$ cat src/rtl/ls_pkg.sv
// Shared helpers for the ls_unit command scheduler.
//  bitwidth(x)  : bits needed to represent the value x (at least 1)
//  log2c(x)     : address bits for x entries (at least 1)
//  cmd_width()  : width of one packed FIFO command word
// Command word layout (MSB..LSB), called cmd_t throughout:
//  {store, vlr[bitwidth(MVL):0], addr[DEPTH-1:0], stride[bitwidth(MAX_STRIDE)-1:0],
//   indexed, mask[MVL-1:0], tag[TAG_W-1:0]}
package ls_pkg;

  function automatic int bitwidth(input int x);
    return (x <= 0) ? 1 : $clog2(x + 1);
  endfunction

  function automatic int log2c(input int x);
    return (x <= 1) ? 1 : $clog2(x);
  endfunction

  function automatic int cmd_width(input int depth, input int mvl,
                                   input int max_stride, input int tag_w);
    return 1 + (bitwidth(mvl) + 1) + depth + bitwidth(max_stride) + 1 + mvl + tag_w;
  endfunction

endpackage

$ cat src/rtl/ls_cmd_fifo.sv
// Command FIFO, ENTRIES x WIDTH, head-of-queue visible combinationally.
//  clk, rst      : clock, synchronous active-low reset
//  push/push_data: write one entry (ignored when full)
//  pop           : drop the head entry (ignored when empty)
//  full, empty   : status from the registered count
//  head          : oldest entry
module ls_cmd_fifo
  import ls_pkg::*;
#(
  parameter int WIDTH   = 8,
  parameter int ENTRIES = 4
) (
  input  logic             clk,
  input  logic             rst,
  input  logic             push,
  input  logic [WIDTH-1:0] push_data,
  input  logic             pop,
  output logic             full,
  output logic             empty,
  output logic [WIDTH-1:0] head
);
  localparam int PW = log2c(ENTRIES);
  localparam int CW = PW + 1;

  logic [WIDTH-1:0] mem_q [ENTRIES];
  logic [WIDTH-1:0] mem_d [ENTRIES];
  logic [PW-1:0]    wr_ptr_q, wr_ptr_d, rd_ptr_q, rd_ptr_d;
  logic [CW-1:0]    count_q, count_d;
  logic             do_push, do_pop;

  assign full    = (count_q == CW'(ENTRIES));
  assign empty   = (count_q == '0);
  assign head    = mem_q[rd_ptr_q];
  assign do_push = push && !full;
  assign do_pop  = pop && !empty;

  always_comb begin
    mem_d    = mem_q;
    wr_ptr_d = wr_ptr_q;
    rd_ptr_d = rd_ptr_q;
    count_d  = count_q;
    if (do_push) begin
      mem_d[wr_ptr_q] = push_data;
      wr_ptr_d        = wr_ptr_q + PW'(1);  // ENTRIES is a power of 2: natural wrap
    end
    if (do_pop) rd_ptr_d = rd_ptr_q + PW'(1);
    case ({do_push, do_pop})
      2'b10:   count_d = count_q + CW'(1);
      2'b01:   count_d = count_q - CW'(1);
      default: count_d = count_q;
    endcase
  end

  always_ff @(posedge clk) begin
    if (!rst) begin
      for (int i = 0; i < ENTRIES; i++) mem_q[i] <= '0;
      wr_ptr_q <= '0;
      rd_ptr_q <= '0;
      count_q  <= '0;
    end else begin
      mem_q    <= mem_d;
      wr_ptr_q <= wr_ptr_d;
      rd_ptr_q <= rd_ptr_d;
      count_q  <= count_d;
    end
  end

endmodule

$ cat src/rtl/ls_scheduler.sv
// In-order vector load/store scheduler in front of ls_unit.
//  req_*        : command from the issue stage (valid/ready handshake)
//  busy_write/busy_read : ls_unit port busy flags
//  write_signal/read_signal : one-cycle launch pulses (read one-hot)
//  VLR/address/stride/indexed/mask : config bus, head command during launch, else 0
//  done_w/done_r + tags : completion pulses on each port's busy falling edge
//  zero_drop    : a vlr==0 command was swallowed
//  idle         : nothing queued, pending or busy
// Handshake: a command transfers on a clock edge where req_valid && req_ready;
// req_ready depends only on registered FIFO state (no pop-bypass).
module ls_scheduler
  import ls_pkg::*;
#(
  parameter int DEPTH          = 10,
  parameter int MEM_READ_PORTS = 2,
  parameter int MVL            = 64,
  parameter int MAX_STRIDE     = 16,
  parameter int CMD_DEPTH      = 4,
  parameter int TAG_W          = 4,
  parameter int STRICT_ORDER   = 1
) (
  input  logic                              clk,
  input  logic                              rst,
  input  logic                              req_valid,
  output logic                              req_ready,
  input  logic                              req_store,
  input  logic [bitwidth(MVL):0]            req_vlr,
  input  logic [DEPTH-1:0]                  req_addr,
  input  logic [bitwidth(MAX_STRIDE)-1:0]   req_stride,
  input  logic                              req_indexed,
  input  logic [MVL-1:0]                    req_mask,
  input  logic [TAG_W-1:0]                  req_tag,
  input  logic                              busy_write,
  input  logic [MEM_READ_PORTS-1:0]         busy_read,
  output logic                              write_signal,
  output logic [MEM_READ_PORTS-1:0]         read_signal,
  output logic [bitwidth(MVL):0]            VLR,
  output logic [DEPTH-1:0]                  address,
  output logic [bitwidth(MAX_STRIDE)-1:0]   stride,
  output logic                              indexed,
  output logic [MVL-1:0]                    mask,
  output logic                              done_w,
  output logic [TAG_W-1:0]                  done_w_tag,
  output logic [MEM_READ_PORTS-1:0]         done_r,
  output logic [TAG_W*MEM_READ_PORTS-1:0]   done_r_tag,
  output logic                              zero_drop,
  output logic                              idle
);
  localparam int NP    = MEM_READ_PORTS;
  localparam int VLR_W = bitwidth(MVL) + 1;
  localparam int STR_W = bitwidth(MAX_STRIDE);
  localparam int CMD_W = cmd_width(DEPTH, MVL, MAX_STRIDE, TAG_W);
  localparam logic [VLR_W-1:0] MVL_V = VLR_W'(MVL);

  // FIFO interface
  logic             fifo_full, fifo_empty, accept, push, pop;
  logic [CMD_W-1:0] push_data, head;
  logic [VLR_W-1:0] vlr_clamped;

  // head command fields
  logic             h_store, h_indexed;
  logic [VLR_W-1:0] h_vlr;
  logic [DEPTH-1:0] h_addr;
  logic [STR_W-1:0] h_stride;
  logic [MVL-1:0]   h_mask;
  logic [TAG_W-1:0] h_tag;

  // state
  logic                       pend_w_q, pend_w_d, busy_w_q, busy_w_d;
  logic [NP-1:0]              pend_r_q, pend_r_d, busy_r_q, busy_r_d;
  logic [TAG_W-1:0]           tag_w_q, tag_w_d;
  logic [NP-1:0][TAG_W-1:0]   tag_r_q, tag_r_d;
  logic                       zero_drop_q, zero_drop_d;

  // launch decision
  logic          eb_w, launch_w, launch_any, found;
  logic [NP-1:0] eb_r, launch_r;

  assign req_ready   = !fifo_full;
  assign accept      = rst && req_valid && req_ready;
  // vlr==0 would hang ls_unit, so it is acknowledged but never queued
  assign push        = accept && (req_vlr != '0);
  assign vlr_clamped = (req_vlr > MVL_V) ? MVL_V : req_vlr;
  assign push_data   = {req_store, vlr_clamped, req_addr, req_stride, req_indexed, req_mask, req_tag};
  assign {h_store, h_vlr, h_addr, h_stride, h_indexed, h_mask, h_tag} = head;

  ls_cmd_fifo #(.WIDTH(CMD_W), .ENTRIES(CMD_DEPTH)) u_fifo (
    .clk      (clk),
    .rst      (rst),
    .push     (push),
    .push_data(push_data),
    .pop      (pop),
    .full     (fifo_full),
    .empty    (fifo_empty),
    .head     (head)
  );

  // Busy is taken from its registered copy so launch depends only on flops:
  // a port is released the cycle after its done pulse. pend covers the gap
  // between a launch and ls_unit raising busy.
  assign eb_w = busy_w_q | pend_w_q;
  assign eb_r = busy_r_q | pend_r_q;

  always_comb begin
    launch_w = 1'b0;
    launch_r = '0;
    found    = 1'b0;
    if (rst && !fifo_empty) begin
      if (h_store) begin
        if (!eb_w && (STRICT_ORDER == 0 || eb_r == '0)) launch_w = 1'b1;
      end else if (STRICT_ORDER == 0 || !eb_w) begin
        for (int p = 0; p < NP; p++) begin
          if (!found && !eb_r[p]) begin
            launch_r[p] = 1'b1;
            found       = 1'b1;
          end
        end
      end
    end
  end

  assign launch_any = launch_w | (|launch_r);
  assign pop        = launch_any;

  always_comb begin
    pend_w_d    = launch_w ? 1'b1 : (busy_write ? 1'b0 : pend_w_q);
    tag_w_d     = launch_w ? h_tag : tag_w_q;
    busy_w_d    = busy_write;
    busy_r_d    = busy_read;
    zero_drop_d = accept && (req_vlr == '0);
    pend_r_d    = pend_r_q;
    tag_r_d     = tag_r_q;
    for (int p = 0; p < NP; p++) begin
      if (launch_r[p]) begin
        pend_r_d[p] = 1'b1;
        tag_r_d[p]  = h_tag;
      end else if (busy_read[p]) begin
        pend_r_d[p] = 1'b0;
      end
    end
  end

  always_ff @(posedge clk) begin
    if (!rst) begin
      pend_w_q    <= 1'b0;
      pend_r_q    <= '0;
      busy_w_q    <= 1'b0;
      busy_r_q    <= '0;
      tag_w_q     <= '0;
      tag_r_q     <= '0;
      zero_drop_q <= 1'b0;
    end else begin
      pend_w_q    <= pend_w_d;
      pend_r_q    <= pend_r_d;
      busy_w_q    <= busy_w_d;
      busy_r_q    <= busy_r_d;
      tag_w_q     <= tag_w_d;
      tag_r_q     <= tag_r_d;
      zero_drop_q <= zero_drop_d;
    end
  end

  // Outputs. Pulses are masked while rst is low so a reset that lands on an
  // active command produces no stray launch or done.
  always_comb begin
    write_signal = launch_w;
    read_signal  = launch_r;
    VLR          = launch_any ? h_vlr     : '0;
    address      = launch_any ? h_addr    : '0;
    stride       = launch_any ? h_stride  : '0;
    indexed      = launch_any ? h_indexed : 1'b0;
    mask         = launch_any ? h_mask    : '0;
    done_w       = rst && busy_w_q && !busy_write;
    done_w_tag   = done_w ? tag_w_q : '0;
    done_r       = '0;
    done_r_tag   = '0;
    for (int p = 0; p < NP; p++) begin
      done_r[p] = rst && busy_r_q[p] && !busy_read[p];
      if (done_r[p]) done_r_tag[p*TAG_W +: TAG_W] = tag_r_q[p];
    end
    zero_drop = rst && zero_drop_q;
    idle      = fifo_empty && !(|busy_read) && !busy_write && !(|pend_r_q) && !pend_w_q;
  end

endmodule

$ cat config.mk
export PLATFORM = sky130hd
export DESIGN_NAME = ls_scheduler
export DESIGN_NICKNAME = d
export VERILOG_FILES = /design/src/rtl/ls_pkg.sv /design/src/rtl/ls_cmd_fifo.sv /design/src/rtl/ls_scheduler.sv
export SDC_FILE = /design/constraint.sdc
export NUM_CORES = 1
export LEC_CHECK = 0
export ABC_AREA = 1
export CAP_MARGIN = 20
export CORE_MARGIN = 3
export CORE_UTILIZATION = 45
export CTS_BUF_LIST = sky130_fd_sc_hd__clkbuf_8
export DETAILED_ROUTE_END_ITERATION = 16
export HOLD_SLACK_MARGIN = 0.05
export PLACE_DENSITY = 0.66
export SLEW_MARGIN = 20
export SYNTH_ARGS = -nofsm -noshare
export SYNTH_HDL_FRONTEND = slang
export SYNTH_SLANG_ARGS = --single-unit
export TNS_END_PERCENT = 20
$ cat constraint.sdc
create_clock -name clk -period 3 [get_ports clk]
set_input_delay 0.9 -clock clk [delete_from_list [all_inputs] [get_ports clk]]
set_output_delay 0.9 -clock clk [all_outputs]
set_load 0.05 [all_outputs]
==> results of run 1 <==
-- final cells by class --
type | instances | share of cell area
diodes | 1 | 0.000103
clock buffers | 87 | 0.0493
clock inverters | 29 | 0.00494
inverters | 116 | 0.0191
multi-input cells | 1881 | 0.374
flip-flops and latches | 398 | 0.328
well taps | 511 | 0.0263
repair buffers | 343 | 0.198
-- metrics by stage --
stage / worst slack (ns) / hold WS, ns
after floorplan: -0.295 / 0.430
after global placement: -0.0513 / 0.437
after detailed placement: -0.0967 / 0.442
after CTS: -0.263 / 0.451
after global routing: -0.346 / 0.475
final: -0.201 / 0.451
-- placed cells by master (no fill, tap or decap), types with 45 or more instances in the layout --
cell / synthesis / layout
inv_1: 112 / 126
a21oi_1: 422 / 335
dfxtp_1: 398 / 394
buf_4: 4 / 89
nand2_1: 798 / 790
o21ai_0: 137 / 128
clkdlybuf4s50_1: 0 / 96
o211ai_1: 57 / 57
a21oi_4: 0 / 45
clkbuf_8: 0 / 88
buf_12: 0 / 134
nor2_1: 384 / 368
-- tightest hold or removal path: cells and delay by family, from the launching register on --
kind                   cells  cell delay (ns)
buffers and inverters      1             0.04
and+or+nand+nor            1             0.07
DFF                        1             0.30
-- sequential cells by signal, indices dropped and copies added, names as in the netlist --
signal           flops
u_fifo.mem_q       372
tag_r_q              8
tag_w_q              4
u_fifo.count_q       3
busy_r_q             2
pend_r_q             2
u_fifo.rd_ptr_q      2
u_fifo.wr_ptr_q      2
busy_w_q             1
pend_w_q             1
zero_drop_q          1
-- power breakdown --
group	total, uW	internal (uW)	switching, uW
registers	5510	5430	79.5
logic	2650	982	1670
clock network	4770	2590	2190
-- cell families (layout without fill, tap and decap cells) --
kind of cell / after synthesis / in the layout / share of synthesized area
AND/OR/NAND/NOR: 1253 / 1253 / 0.280
AO/OA/AOI/OAI: 621 / 621 / 0.186
flip-flops: 398 / 398 / 0.453
buffers and inverters: 316 / 575 / 0.0757
adder cells (fa/ha/maj): 6 / 6 / 0.00470
XOR/XNOR: 1 / 1 / 0.000498
other: 0 / 1 / 0
-- final timing paths --
path                                         from                              to  slack [ns]  cells past startpoint
setup / recovery  u_fifo.rd_ptr_q[1]$_SDFFE_PN0P_                        mask[27]       -0.20                     10
hold / removal     u_fifo.mem_q[277]$_SDFFE_PN0P_  u_fifo.mem_q[277]$_SDFFE_PN0P_        0.45                      2
setup reg to reg  u_fifo.rd_ptr_q[0]$_SDFFE_PN0P_  u_fifo.count_q[2]$_SDFFE_PN0P_        0.74                     14
hold reg to reg    u_fifo.mem_q[277]$_SDFFE_PN0P_  u_fifo.mem_q[277]$_SDFFE_PN0P_        0.45                      2
-- metal layers --
layer,global-route usage,vias up,part of all wire
met5,0,-,0.00064
met2,0.449,753,0.47
met3,0.0549,112,0.076
met1,0.358,8610,0.42
li1,-,8783,-
met4,0.102,6,0.029
-- repair_timing --
action | 4_1_cts | 5_1_grt
endpoints found under the setup margin | 100 | 103
setup buffers | 11 | 2
gates resized for setup | 117 | 78
pin swaps | 5 | 3
cloned | 5 | 5
hold endpoints to repair | 0 | 0
==> results by group, run 1 <==
Detailed routing
  • Detailed-route via count: 18300
  • Vias per cell: 5.43
  • DR WL/cell: 17.7 um
  • DR iter-0 viols: 1525
  • DRT Pass-1 Iters: 5
  • Post-DRT Antenna Nets: 0
  • Total wire length: 59500 um
  • DR DRC count: 0

Final layout
  • Fin util: 0.638
  • Area grow syn2layout: 38.2%
  • Multi-input logic area: 9100 um2
  • Final std cells w/o fill: 3366
  • Fin nets: 2914
  • Filler cells: 3226
  • Post-route cell area: 24300 um2
  • Layout cells sized above 1: 0.169
  • Reg area: 7980 um2

Die
  • Die height: 204 um
  • I/O pin cnt: 208
  • CORE AREA: 38100 um2
  • Initial core utilization: 0.461
  • Rows: 71
  • Die W: 204 um
  • Area of the die: 41500 um2

STA
  • Setup slack after layout: -0.201 ns
  • Finish-stage setup viols: 90
  • Fmax: 0.312 GHz
  • Worst slew pin tran: 0.730 ns
  • Fin Clk Skew: 0.0201 ns
  • Final Max Tran Viols: 0
  • Unrepaired setup endpoints after global routing: yes
  • Post-route setup TNS: -13.91 ns
  • Fin crit period: 3.20 ns
  • Number of hold violations in the final report: 0
  • Final Cycle Share: 1.07
  • Slew margin rel.: 0.513

Critical path
  • CP arrival: 2.30 ns
  • Crit start category: flop
  • Buf/Inv on CP: 5
  • Most used cell, CP: nand2_2
  • Delay-heaviest family, CP: buffers and inverters
  • CP Class: flop to output port
  • Worst path slowest cell: dfxtp_4
  • WP data required: 2.10 ns
  • CP cell instances: clkinvlp_4 -> nand3_1 -> nand2_2 -> nand2_2 -> nand3_4 -> clkinv_8 -> buf_8 -> a21oi_1 -> buf_4 -> buf_12
  • CP endpoint kind: output port
  • CP max stage delay: 0.43 ns
  • CP Max Fanout: 10

Logic synthesis
  • Post-synth top cells: nand2_1 (798), a21oi_1 (422), dfxtp_1 (398), nor2_1 (384), o21ai_0 (137)
  • Largest cells by area after synthesis: dfxtp_1 (45%), nand2_1 (17%), a21oi_1 (12%), nor2_1 (8.2%), o21ai_0 (3.9%)
  • Synth unique cells: 30
  • Post-synth EDFFs: 0
  • Syn Inst Count: 2595
  • Most common cell in the netlist: nand2_1
  • Ys async rst share: 0
  • Avg Cell Area, Syn: 6.77 um2
  • Synth Warn #: 0
  • Top cell type by total area after synthesis: dfxtp_1
  • Area share of the largest cell type after synthesis: 0.453
  • Seq cells post-synth: 398
  • Synth Flop Type: dfxtp_1
  • Post-synthesis sequential area ratio: 0.453
  • Mapped cell area: 17600 um2
  • Syn Nets: 2700

Clocking
  • Hold Buf Count CTS: 0
  • CTS tree: done
  • Clock sink count: 398
  • Clk pin slew, worst setup/hold paths: 0.06 ns
  • Clk_lat worst skew: 0.60 ns
  • Htree depth: 3
  • Clk Tree Root Cell: clkbuf_8
  • Deepest clock path buffer count: 3
  • TritonCTS buffer count: 69

Pwr
  • Pwr Density: 532 nW/um2
  • Peak supply drop: 0.327 mV
  • Lkg Pwr: 0.00894 uW
  • Design Power: 12900 uW

Status
  • Result of the run: finished with violations
  • Failing checks: setup timing

Global routing
  • GRT Total Usage: 0.274
  • Grt ovf: 0
  • Initial antenna violation count: 4
  • Largest net degree at the start of global routing: 98
  • First-pass GRT wire length: 92800 um
  • Vias in the first global route: 17700

Place
  • Routability cong.: 0.839
  • Port Buf Inserts: 207
  • # placed instances: 3229
  • Placed inst area: 21800 um2
  • Final HPWL DP: 34400 um

Worst hold path
  • Hold Crit Class: flop to flop

Flow run
  • Max_cap viols: 0
No activity file was read; power rests on OpenSTA's default activity.
==> run 2: changes to the inputs <==
--- a/config.mk
+++ b/config.mk
@@ -13,6 +13,7 @@
 export DETAILED_ROUTE_END_ITERATION = 16
 export HOLD_SLACK_MARGIN = 0.05
 export PLACE_DENSITY = 0.66
+export RECOVER_POWER = 25
 export SLEW_MARGIN = 20
 export SYNTH_ARGS = -nofsm -noshare
 export SYNTH_HDL_FRONTEND = slang
==> run 2 against run 1 <==
  * First-iteration DRC count about the same
  * Cell count did not move
  * Sequential power is essentially flat
  * Power is essentially flat
  * Highest routed layer unchanged
  * The run ends with capacitance limit, slew limit, setup timing left
  * Sequential share of layout area barely moved
  * Hold slack unchanged
  * Clock-buffer cell count stayed put
  * Combinational power hardly changed
  * Global-route usage stayed put
  * Critical path depth unchanged
  * Die area did not move
  * Clock power barely moved
==> results by group, run 2 (synthesis results as in run 1) <==
Global routing
  • GRT Total Usage: 0.274 (unchanged)
  • First-pass GRT wire length: 92800 um (unchanged)
  • Initial antenna violation count: 4 (unchanged)
  • Largest net degree at the start of global routing: 98 (unchanged)
  • Vias in the first global route: 17700 (unchanged)
  • Grt ovf: 0 (unchanged)

Critical path
  • Crit start category: flop (unchanged)
  • CP Class: flop to output port (unchanged)
  • CP arrival: 2.30 ns (about the same)
  • CP Max Fanout: 10 (unchanged)
  • WP data required: 2.10 ns (about the same)
  • Worst r2r dst: u_fifo.count_q[2]$_SDFFE_PN0P_ (unchanged)
  • CP endpoint kind: output port (unchanged)
  • FF-to-FF setup slack: 0.74 ns (about the same)
  • Reg2Reg Launch Point: u_fifo.rd_ptr_q[0]$_SDFFE_PN0P_ (unchanged)
  • Reg2Reg Depth: 14 (unchanged)

Die
  • Die W: 204 um (unchanged)
  • CORE AREA: 38100 um2 (unchanged)
  • Die height: 204 um (unchanged)
  • Area of the die: 41500 um2 (unchanged)
  • Rows: 71 (unchanged)
  • Initial core utilization: 0.461 (unchanged)
  • I/O pin cnt: 208 (unchanged)

Final layout
  • Fin util: 0.637 (was 0.638)
  • Top flop regs: u_fifo.mem_q x372, tag_r_q x8, tag_w_q x4 (unchanged)
  • Filler cells: 3228 (was 3226)
  • Fin nets: 2914 (unchanged)
  • Layout cells sized above 1: 0.169 (about the same)
  • Max reg flops: 372 (unchanged)
  • Register bank with the most flops: u_fifo.mem_q (unchanged)
  • Most common cell after layout, fill and taps aside: nand2_1 (unchanged)
  • Area grow syn2layout: 38.2% (about the same)
  • Commonest non-fill, non-tap cells in the layout: nand2_1 (790), dfxtp_1 (394), nor2_1 (368), a21oi_1 (335), buf_12 (134) (unchanged)

Detailed routing
  • Post-DRT Antenna Nets: 0 (unchanged)
  • DRT Pass-1 Iters: 7 (was 5)
  • DR DRC count: 0 (unchanged)
  • Vias per cell: 5.43 (about the same)
  • Total wire length: 59500 um (about the same)
  • DR WL/cell: 17.7 um (about the same)
  • Detailed-route via count: 18300 (about the same)
  • DR iter-0 viols: 1526 (was 1525)

STA
  • Final Max Tran Viols: 34 (was 0)
  • Unrepaired setup endpoints after global routing: yes (unchanged)
  • Hold Slack: 0.451 ns (unchanged)
  • Setup slack after layout: -0.200 ns (was -0.201 ns)
  • Slew margin rel.: -0.0898 (was 0.513)
  • Final Cycle Share: 1.07 (about the same)
  • Fin Clk Skew: 0.0204 ns (was 0.0201 ns)
  • Finish-stage setup viols: 94 (was 90)
  • Fmax: 0.312 GHz (about the same)
  • Number of hold violations in the final report: 0 (unchanged)
  • Fin crit period: 3.20 ns (about the same)
  • Worst slew pin tran: 1.63 ns (was 0.730 ns)

Worst hold path
  • Hold Crit Class: flop to flop (unchanged)
  • Hold EP: u_fifo.mem_q[277]$_SDFFE_PN0P_ (unchanged)
  • Worst Hold Path Cells: 2 (unchanged)
  • HP Start: u_fifo.mem_q[277]$_SDFFE_PN0P_ (unchanged)

Flow run
  • Max_cap viols: 1 (was 0)

Pwr
  • Lkg Pwr: 0.00894 uW (about the same)
  • Peak supply drop: 0.327 mV (about the same)
  • Pwr Density: 533 nW/um2 (was 532 nW/um2)

Status
  • Result of the run: finished with violations (unchanged)
  • Failing checks: capacitance limit, slew limit, setup timing (was setup timing)

Clocking
  • Clock sink count: 398 (unchanged)
  • TritonCTS buffer count: 69 (unchanged)
  • Deepest clock path buffer count: 3 (unchanged)
  • Clk Tree Root Cell: clkbuf_8 (unchanged)
  • CTS tree: done (unchanged)
  • Clk pin slew, worst setup/hold paths: 0.06 ns (about the same)
  • Clk_lat worst skew: 0.60 ns (about the same)
  • Htree depth: 3 (unchanged)

Place
  • Port Buf Inserts: 207 (unchanged)
  • Routability cong.: 0.839 (unchanged)
  • Final HPWL DP: 34400 um (unchanged)
  • Pre-CTS setup slack: -0.0967 ns (unchanged)
==> run 2: cell types whose count changed in the layout (fill, tap and decap cells not counted), sizes merged <==
cell	previous run	this run
buf	239	238
clkbuf	91	92
clkdlybuf4s50	96	95
dlygate4sd3	0	1
==> run 2: per-layer routing <==
layer,global-route usage,vias to the layer above,share of wire
met3,0.0549,114,0.073
met5,0,-,0.00064
met4,0.102,6,0.029
met1,0.358,8640,0.42
met2,0.449,746,0.48
li1,-,8781,-
==> run 2: metrics by stage <==
stage	power [uW]	instances	instance area, um2	setup TNS (ns)
3_3_place_gp	7780	3229	21800	-3.04
6_report	12900	3366	24300	-14.11
5_1_grt	13400	3366	24300	-37.20
2_1_floorplan	6850	2595	17600	-19.85
3_5_place_dp	7800	3229	21800	-4.20
4_1_cts	12800	3361	23900	-17.34
==> run 2: power by group <==
group	total, uW	switching, uW	internal, uW
Clock	4770	2190	2590
Combinational	2650	1670	981
Sequential	5510	79.6	5430
Total	12900	3940	9000
==> run 2: layout make-up <==
type	instances	area (um2)	share of cell area
Timing Repair Buffer	343	4800	0.197
Inverter	116	463	0.0191
Clock buffer	87	1200	0.0493
Sequential cell	398	7980	0.328
Multi-Input combinational cell	1881	9100	0.374
Clock inverter	29	120	0.00494
Antenna cell	1	2.50	0.000103
Tap cell	511	639	0.0263
==> run 2: repair_timing <==
| item | CTS | global route |
|---|---|---|
| buffers inserted | 11 | 2 |
| resized for setup | 117 | 78 |
| pin swaps | 5 | 3 |
| setup endpoints to repair | 100 | 103 |
| hold buffers | 0 | 0 |
| gates cloned | 5 | 5 |
==> run 2: how the worst max path moves through the flow <==
stage | from | to | cells after the start
global route | u_fifo.rd_ptr_q[0]$_SDFFE_PN0P_ | mask[63] | 10
detailed placement | busy_read[1] | done_r_tag[4] | 6
floorplan | rst | mask[43] | 8
global placement | rst | mask[56] | 9
finish | u_fifo.rd_ptr_q[1]$_SDFFE_PN0P_ | mask[27] | 10
CTS | u_fifo.rd_ptr_q[1]$_SDFFE_PN0P_ | mask[11] | 10
==> run 2: critical path: stages (launching register included) <==
cell and delay [ns]:
dfxtp_4 0.43, clkinvlp_4 0.13, nand3_1 0.11, nand2_2 0.09, nand2_2 0.10, nand3_4 0.11, clkinv_8 0.14, buf_8 0.22
a21oi_1 0.06, buf_4 0.15, buf_12 0.14
==> run 3: changes to the inputs <==
--- a/config.mk
+++ b/config.mk
@@ -7,6 +7,7 @@
 export LEC_CHECK = 0
 export ABC_AREA = 1
 export CAP_MARGIN = 20
+export CORE_ASPECT_RATIO = 0.6
 export CORE_MARGIN = 3
 export CORE_UTILIZATION = 45
 export CTS_BUF_LIST = sky130_fd_sc_hd__clkbuf_8
==> run 3 against run 2 <==
  * The run ends with setup timing left
  * Worst setup slack worse by 0.13 ns
  * Sequential cell count unchanged
  * Register-to-register slack worse by 0.05 ns
  * Hold slack better by 0.0063 ns
  * Sequential share of layout area up 0.41 points
  * Power down 1.1%
  * Maximum frequency down 3.9%
  * First-iteration DRC count up 27%
  * Global-route usage up 1.0 points
  * Clock power down 3%
==> results by group, run 3 (synthesis results as in run 1) <==
Detailed routing
  • Met1 WL: 26200 um (was 25100 um)
  • Met3 WL: 4870 um (was 4320 um)
  • DR DRC count: 0 (unchanged)
  • Total wire length: 60900 um (was 59500 um)
  • Detailed-route via count: 18300 (about the same)
  • DRT Pass-1 Iters: 5 (was 7)
  • DR WL/cell: 18.1 um (was 17.7 um)
  • Highest layer used for signal routing: met5 (unchanged)
  • Post-DRT Antenna Nets: 0 (unchanged)
  • Vias per cell: 5.45 (was 5.43)
  • DR iter-0 viols: 1940 (was 1526)
  • Met2 routed WL: 27800 um (was 28300 um)

Place
  • Final HPWL DP: 34700 um (was 34400 um)
  • Port Buf Inserts: 207 (unchanged)
  • Routability cong.: 0.814 (was 0.839)
  • Placed inst area: 21900 um2 (was 21800 um2)

Critical path
  • CP Class: flop to output port (unchanged)
  • Most used cell, CP: buf_12 (was nand2_2)
  • CP Max Fanout: 7 (was 10)
  • CP max stage delay: 0.35 ns (was 0.43 ns)
  • CP arrival: 2.43 ns (was 2.30 ns)
  • Delay-heaviest family, CP: buffers and inverters (unchanged)
  • Crit start category: flop (unchanged)
  • CP cell instances: nor2_4 -> nand3_1 -> nor2_2 -> nand2_4 -> nand3_4 -> clkinv_4 -> buf_12 -> buf_16 -> buf_12 -> a21oi_2 -> buf_4 -> buf_12 (was clkinvlp_4 -> nand3_1 -> nand2_2 -> nand2_2 -> nand3_4 -> clkinv_8 -> buf_8 -> a21oi_1 -> buf_4 -> buf_12)
  • CP endpoint kind: output port (unchanged)
  • WP data required: 2.10 ns (about the same)
  • Worst path slowest cell: dfxtp_2 (was dfxtp_4)
  • Buf/Inv on CP: 6 (was 5)

Pwr
  • Switch Pwr: 3880 uW (was 3940 uW)
  • Pwr Density: 532 nW/um2 (was 533 nW/um2)
  • Clk pwr share: 0.363 (was 0.369)
  • Lkg Pwr: 0.00895 uW (was 0.00894 uW)
  • Flop pwr share: 0.431 (was 0.426)
  • Combinational cell fraction of total power: 0.206 (was 0.205)
  • Switching Fraction: 0.303 (was 0.304)
  • Peak supply drop: 0.400 mV (was 0.327 mV)
  • Power Internal: 8910 uW (was 9000 uW)

Global routing
  • Grt ovf: 0 (unchanged)
  • Largest net degree at the start of global routing: 96 (was 98)
  • Vias in the first global route: 17900 (was 17700)
  • Initial antenna violation count: 6 (was 4)
  • First-pass GRT wire length: 96300 um (was 92800 um)
  • GRT Total Usage: 0.284 (was 0.274)

Final layout
  • Fin util: 0.630 (was 0.637)
  • Layout cells sized above 1: 0.158 (was 0.169)
  • Commonest non-fill, non-tap cells in the layout: nand2_1 (784), dfxtp_1 (390), a21oi_1 (374), nor2_1 (367), buf_12 (140) (was nand2_1 (790), dfxtp_1 (394), nor2_1 (368), a21oi_1 (335), buf_12 (134))
  • Register bank with the most flops: u_fifo.mem_q (unchanged)
  • Max reg flops: 372 (unchanged)
  • Most common cell after layout, fill and taps aside: nand2_1 (unchanged)
  • Top flop regs: u_fifo.mem_q x372, tag_r_q x8, tag_w_q x4 (unchanged)
  • Area grow syn2layout: 36.7% (was 38.2%)
  • Post-route cell area: 24000 um2 (was 24300 um2)
  • Fin nets: 2909 (was 2914)

STA
  • Number of hold violations in the final report: 0 (unchanged)
  • Fin Clk Skew: 0.0233 ns (was 0.0204 ns)
  • Final Max Tran Viols: 0 (was 34)
  • Finish-stage setup viols: 102 (was 94)
  • Worst slew pin tran: 0.750 ns (was 1.63 ns)
  • Final Cycle Share: 1.11 (was 1.07)
  • Fin crit period: 3.33 ns (was 3.20 ns)
  • Post-route setup TNS: -24.34 ns (was -14.11 ns)
  • Fmax: 0.300 GHz (was 0.312 GHz)
  • Setup slack after layout: -0.331 ns (was -0.200 ns)
  • Unrepaired setup endpoints after global routing: yes (unchanged)
  • Slew margin rel.: 0.500 (was -0.0898)

Clocking
  • Htree depth: 2 (was 3)
  • Clk Tree Root Cell: clkbuf_8 (unchanged)
  • Clk_lat worst skew: 0.63 ns (was 0.60 ns)
  • Hold Buf Count CTS: 0 (unchanged)
  • Clk pin slew, worst setup/hold paths: 0.07 ns (was 0.06 ns)
  • Deepest clock path buffer count: 3 (unchanged)
  • CTS tree: done (unchanged)
  • TritonCTS buffer count: 59 (was 69)
  • Clock sink count: 398 (unchanged)

Die
  • Die height: 159 um (was 204 um)
  • CORE AREA: 38100 um2 (about the same)
  • Area of the die: 41500 um2 (about the same)
  • Rows: 55 (was 71)
  • I/O pin cnt: 208 (unchanged)
  • Initial core utilization: 0.461 (about the same)
  • Die W: 261 um (was 204 um)

Status
  • Result of the run: finished with violations (unchanged)
  • Failing checks: setup timing (was capacitance limit, slew limit, setup timing)

Flow run
  • Max_cap viols: 0 (was 1)

Worst hold path
  • Hold Crit Class: flop to flop (unchanged)
run 3: changes by cell type in the layout (fill, tap and decap cells not counted), moves of 6 or more:
cell,change
a21oi_1,+39
a21oi_2,-11
a21oi_4,-28
buf_12,+6
buf_4,+6
clkbuf_8,-10
nand2_1,-6
nand2_4,+8
run 3: metrics by stage:
step	worst slack (ns)	hold slack, ns	total power [uW]	cells
finish	-0.331	0.457	12800	3365
global route	-0.442	0.469	13300	3363
CTS	-0.291	0.457	12800	3359
detailed placement	-0.188	0.446	7830	3236
global placement	-0.207	0.437	7800	3236
floorplan	-0.295	0.430	6850	2595
run 3: cell type report:
class	count	area, um2
multi-input cells	1881	8830
inverters	116	455
fillers	3342	14100
well taps	513	642
diodes	4	10.0
repair buffers	348	4860
flip-flops and latches	398	7990
clock buffers	78	1070
clock inverters	27	168
run 3: tightest hold or removal path, delay by kind of cell, from the launching register on:
family                 cells  cell delay (ns)
DFF                        1             0.31
and+or+nand+nor            1             0.07
buffers and inverters      1             0.04
run 3: power by group through the flow:
stage	clock network [uW]	registers (uW)	logic, uW
after floorplan	0	5600	1250
after global placement	0	5610	2190
after detailed placement	0	5620	2210
after CTS	4710	5500	2550
after global routing	4960	5520	2820
final	4640	5510	2630
run 3: worst paths after layout:
| path | cells past startpoint | slack, ns | from | endpoint |
|---|---|---|---|---|
| worst max-delay path | 12 | -0.33 | pend_r_q[1]$_SDFFE_PN0P_ | mask[31] |
| worst min-delay path | 2 | 0.46 | u_fifo.mem_q[277]$_SDFFE_PN0P_ | u_fifo.mem_q[277]$_SDFFE_PN0P_ |
| worst max register to register | 13 | 0.69 | pend_r_q[1]$_SDFFE_PN0P_ | u_fifo.count_q[2]$_SDFFE_PN0P_ |
| worst min register to register | 2 | 0.46 | u_fifo.mem_q[277]$_SDFFE_PN0P_ | u_fifo.mem_q[277]$_SDFFE_PN0P_ |
run 3: what timing repair did:
action / in CTS / in global routing
resized for setup: 91 / 51
pin swaps: 9 / 9
endpoints found under the setup margin: 98 / 102
buffers inserted: 14 / 3
gates cloned: 8 / 1
run 3: routing by layer:
metal  GRT usage  vias to the layer above
met3      0.0561                      141
met4       0.109                        4
met5           0                        -
li1            -                     8789
met1       0.379                     8632
met2       0.454                      778
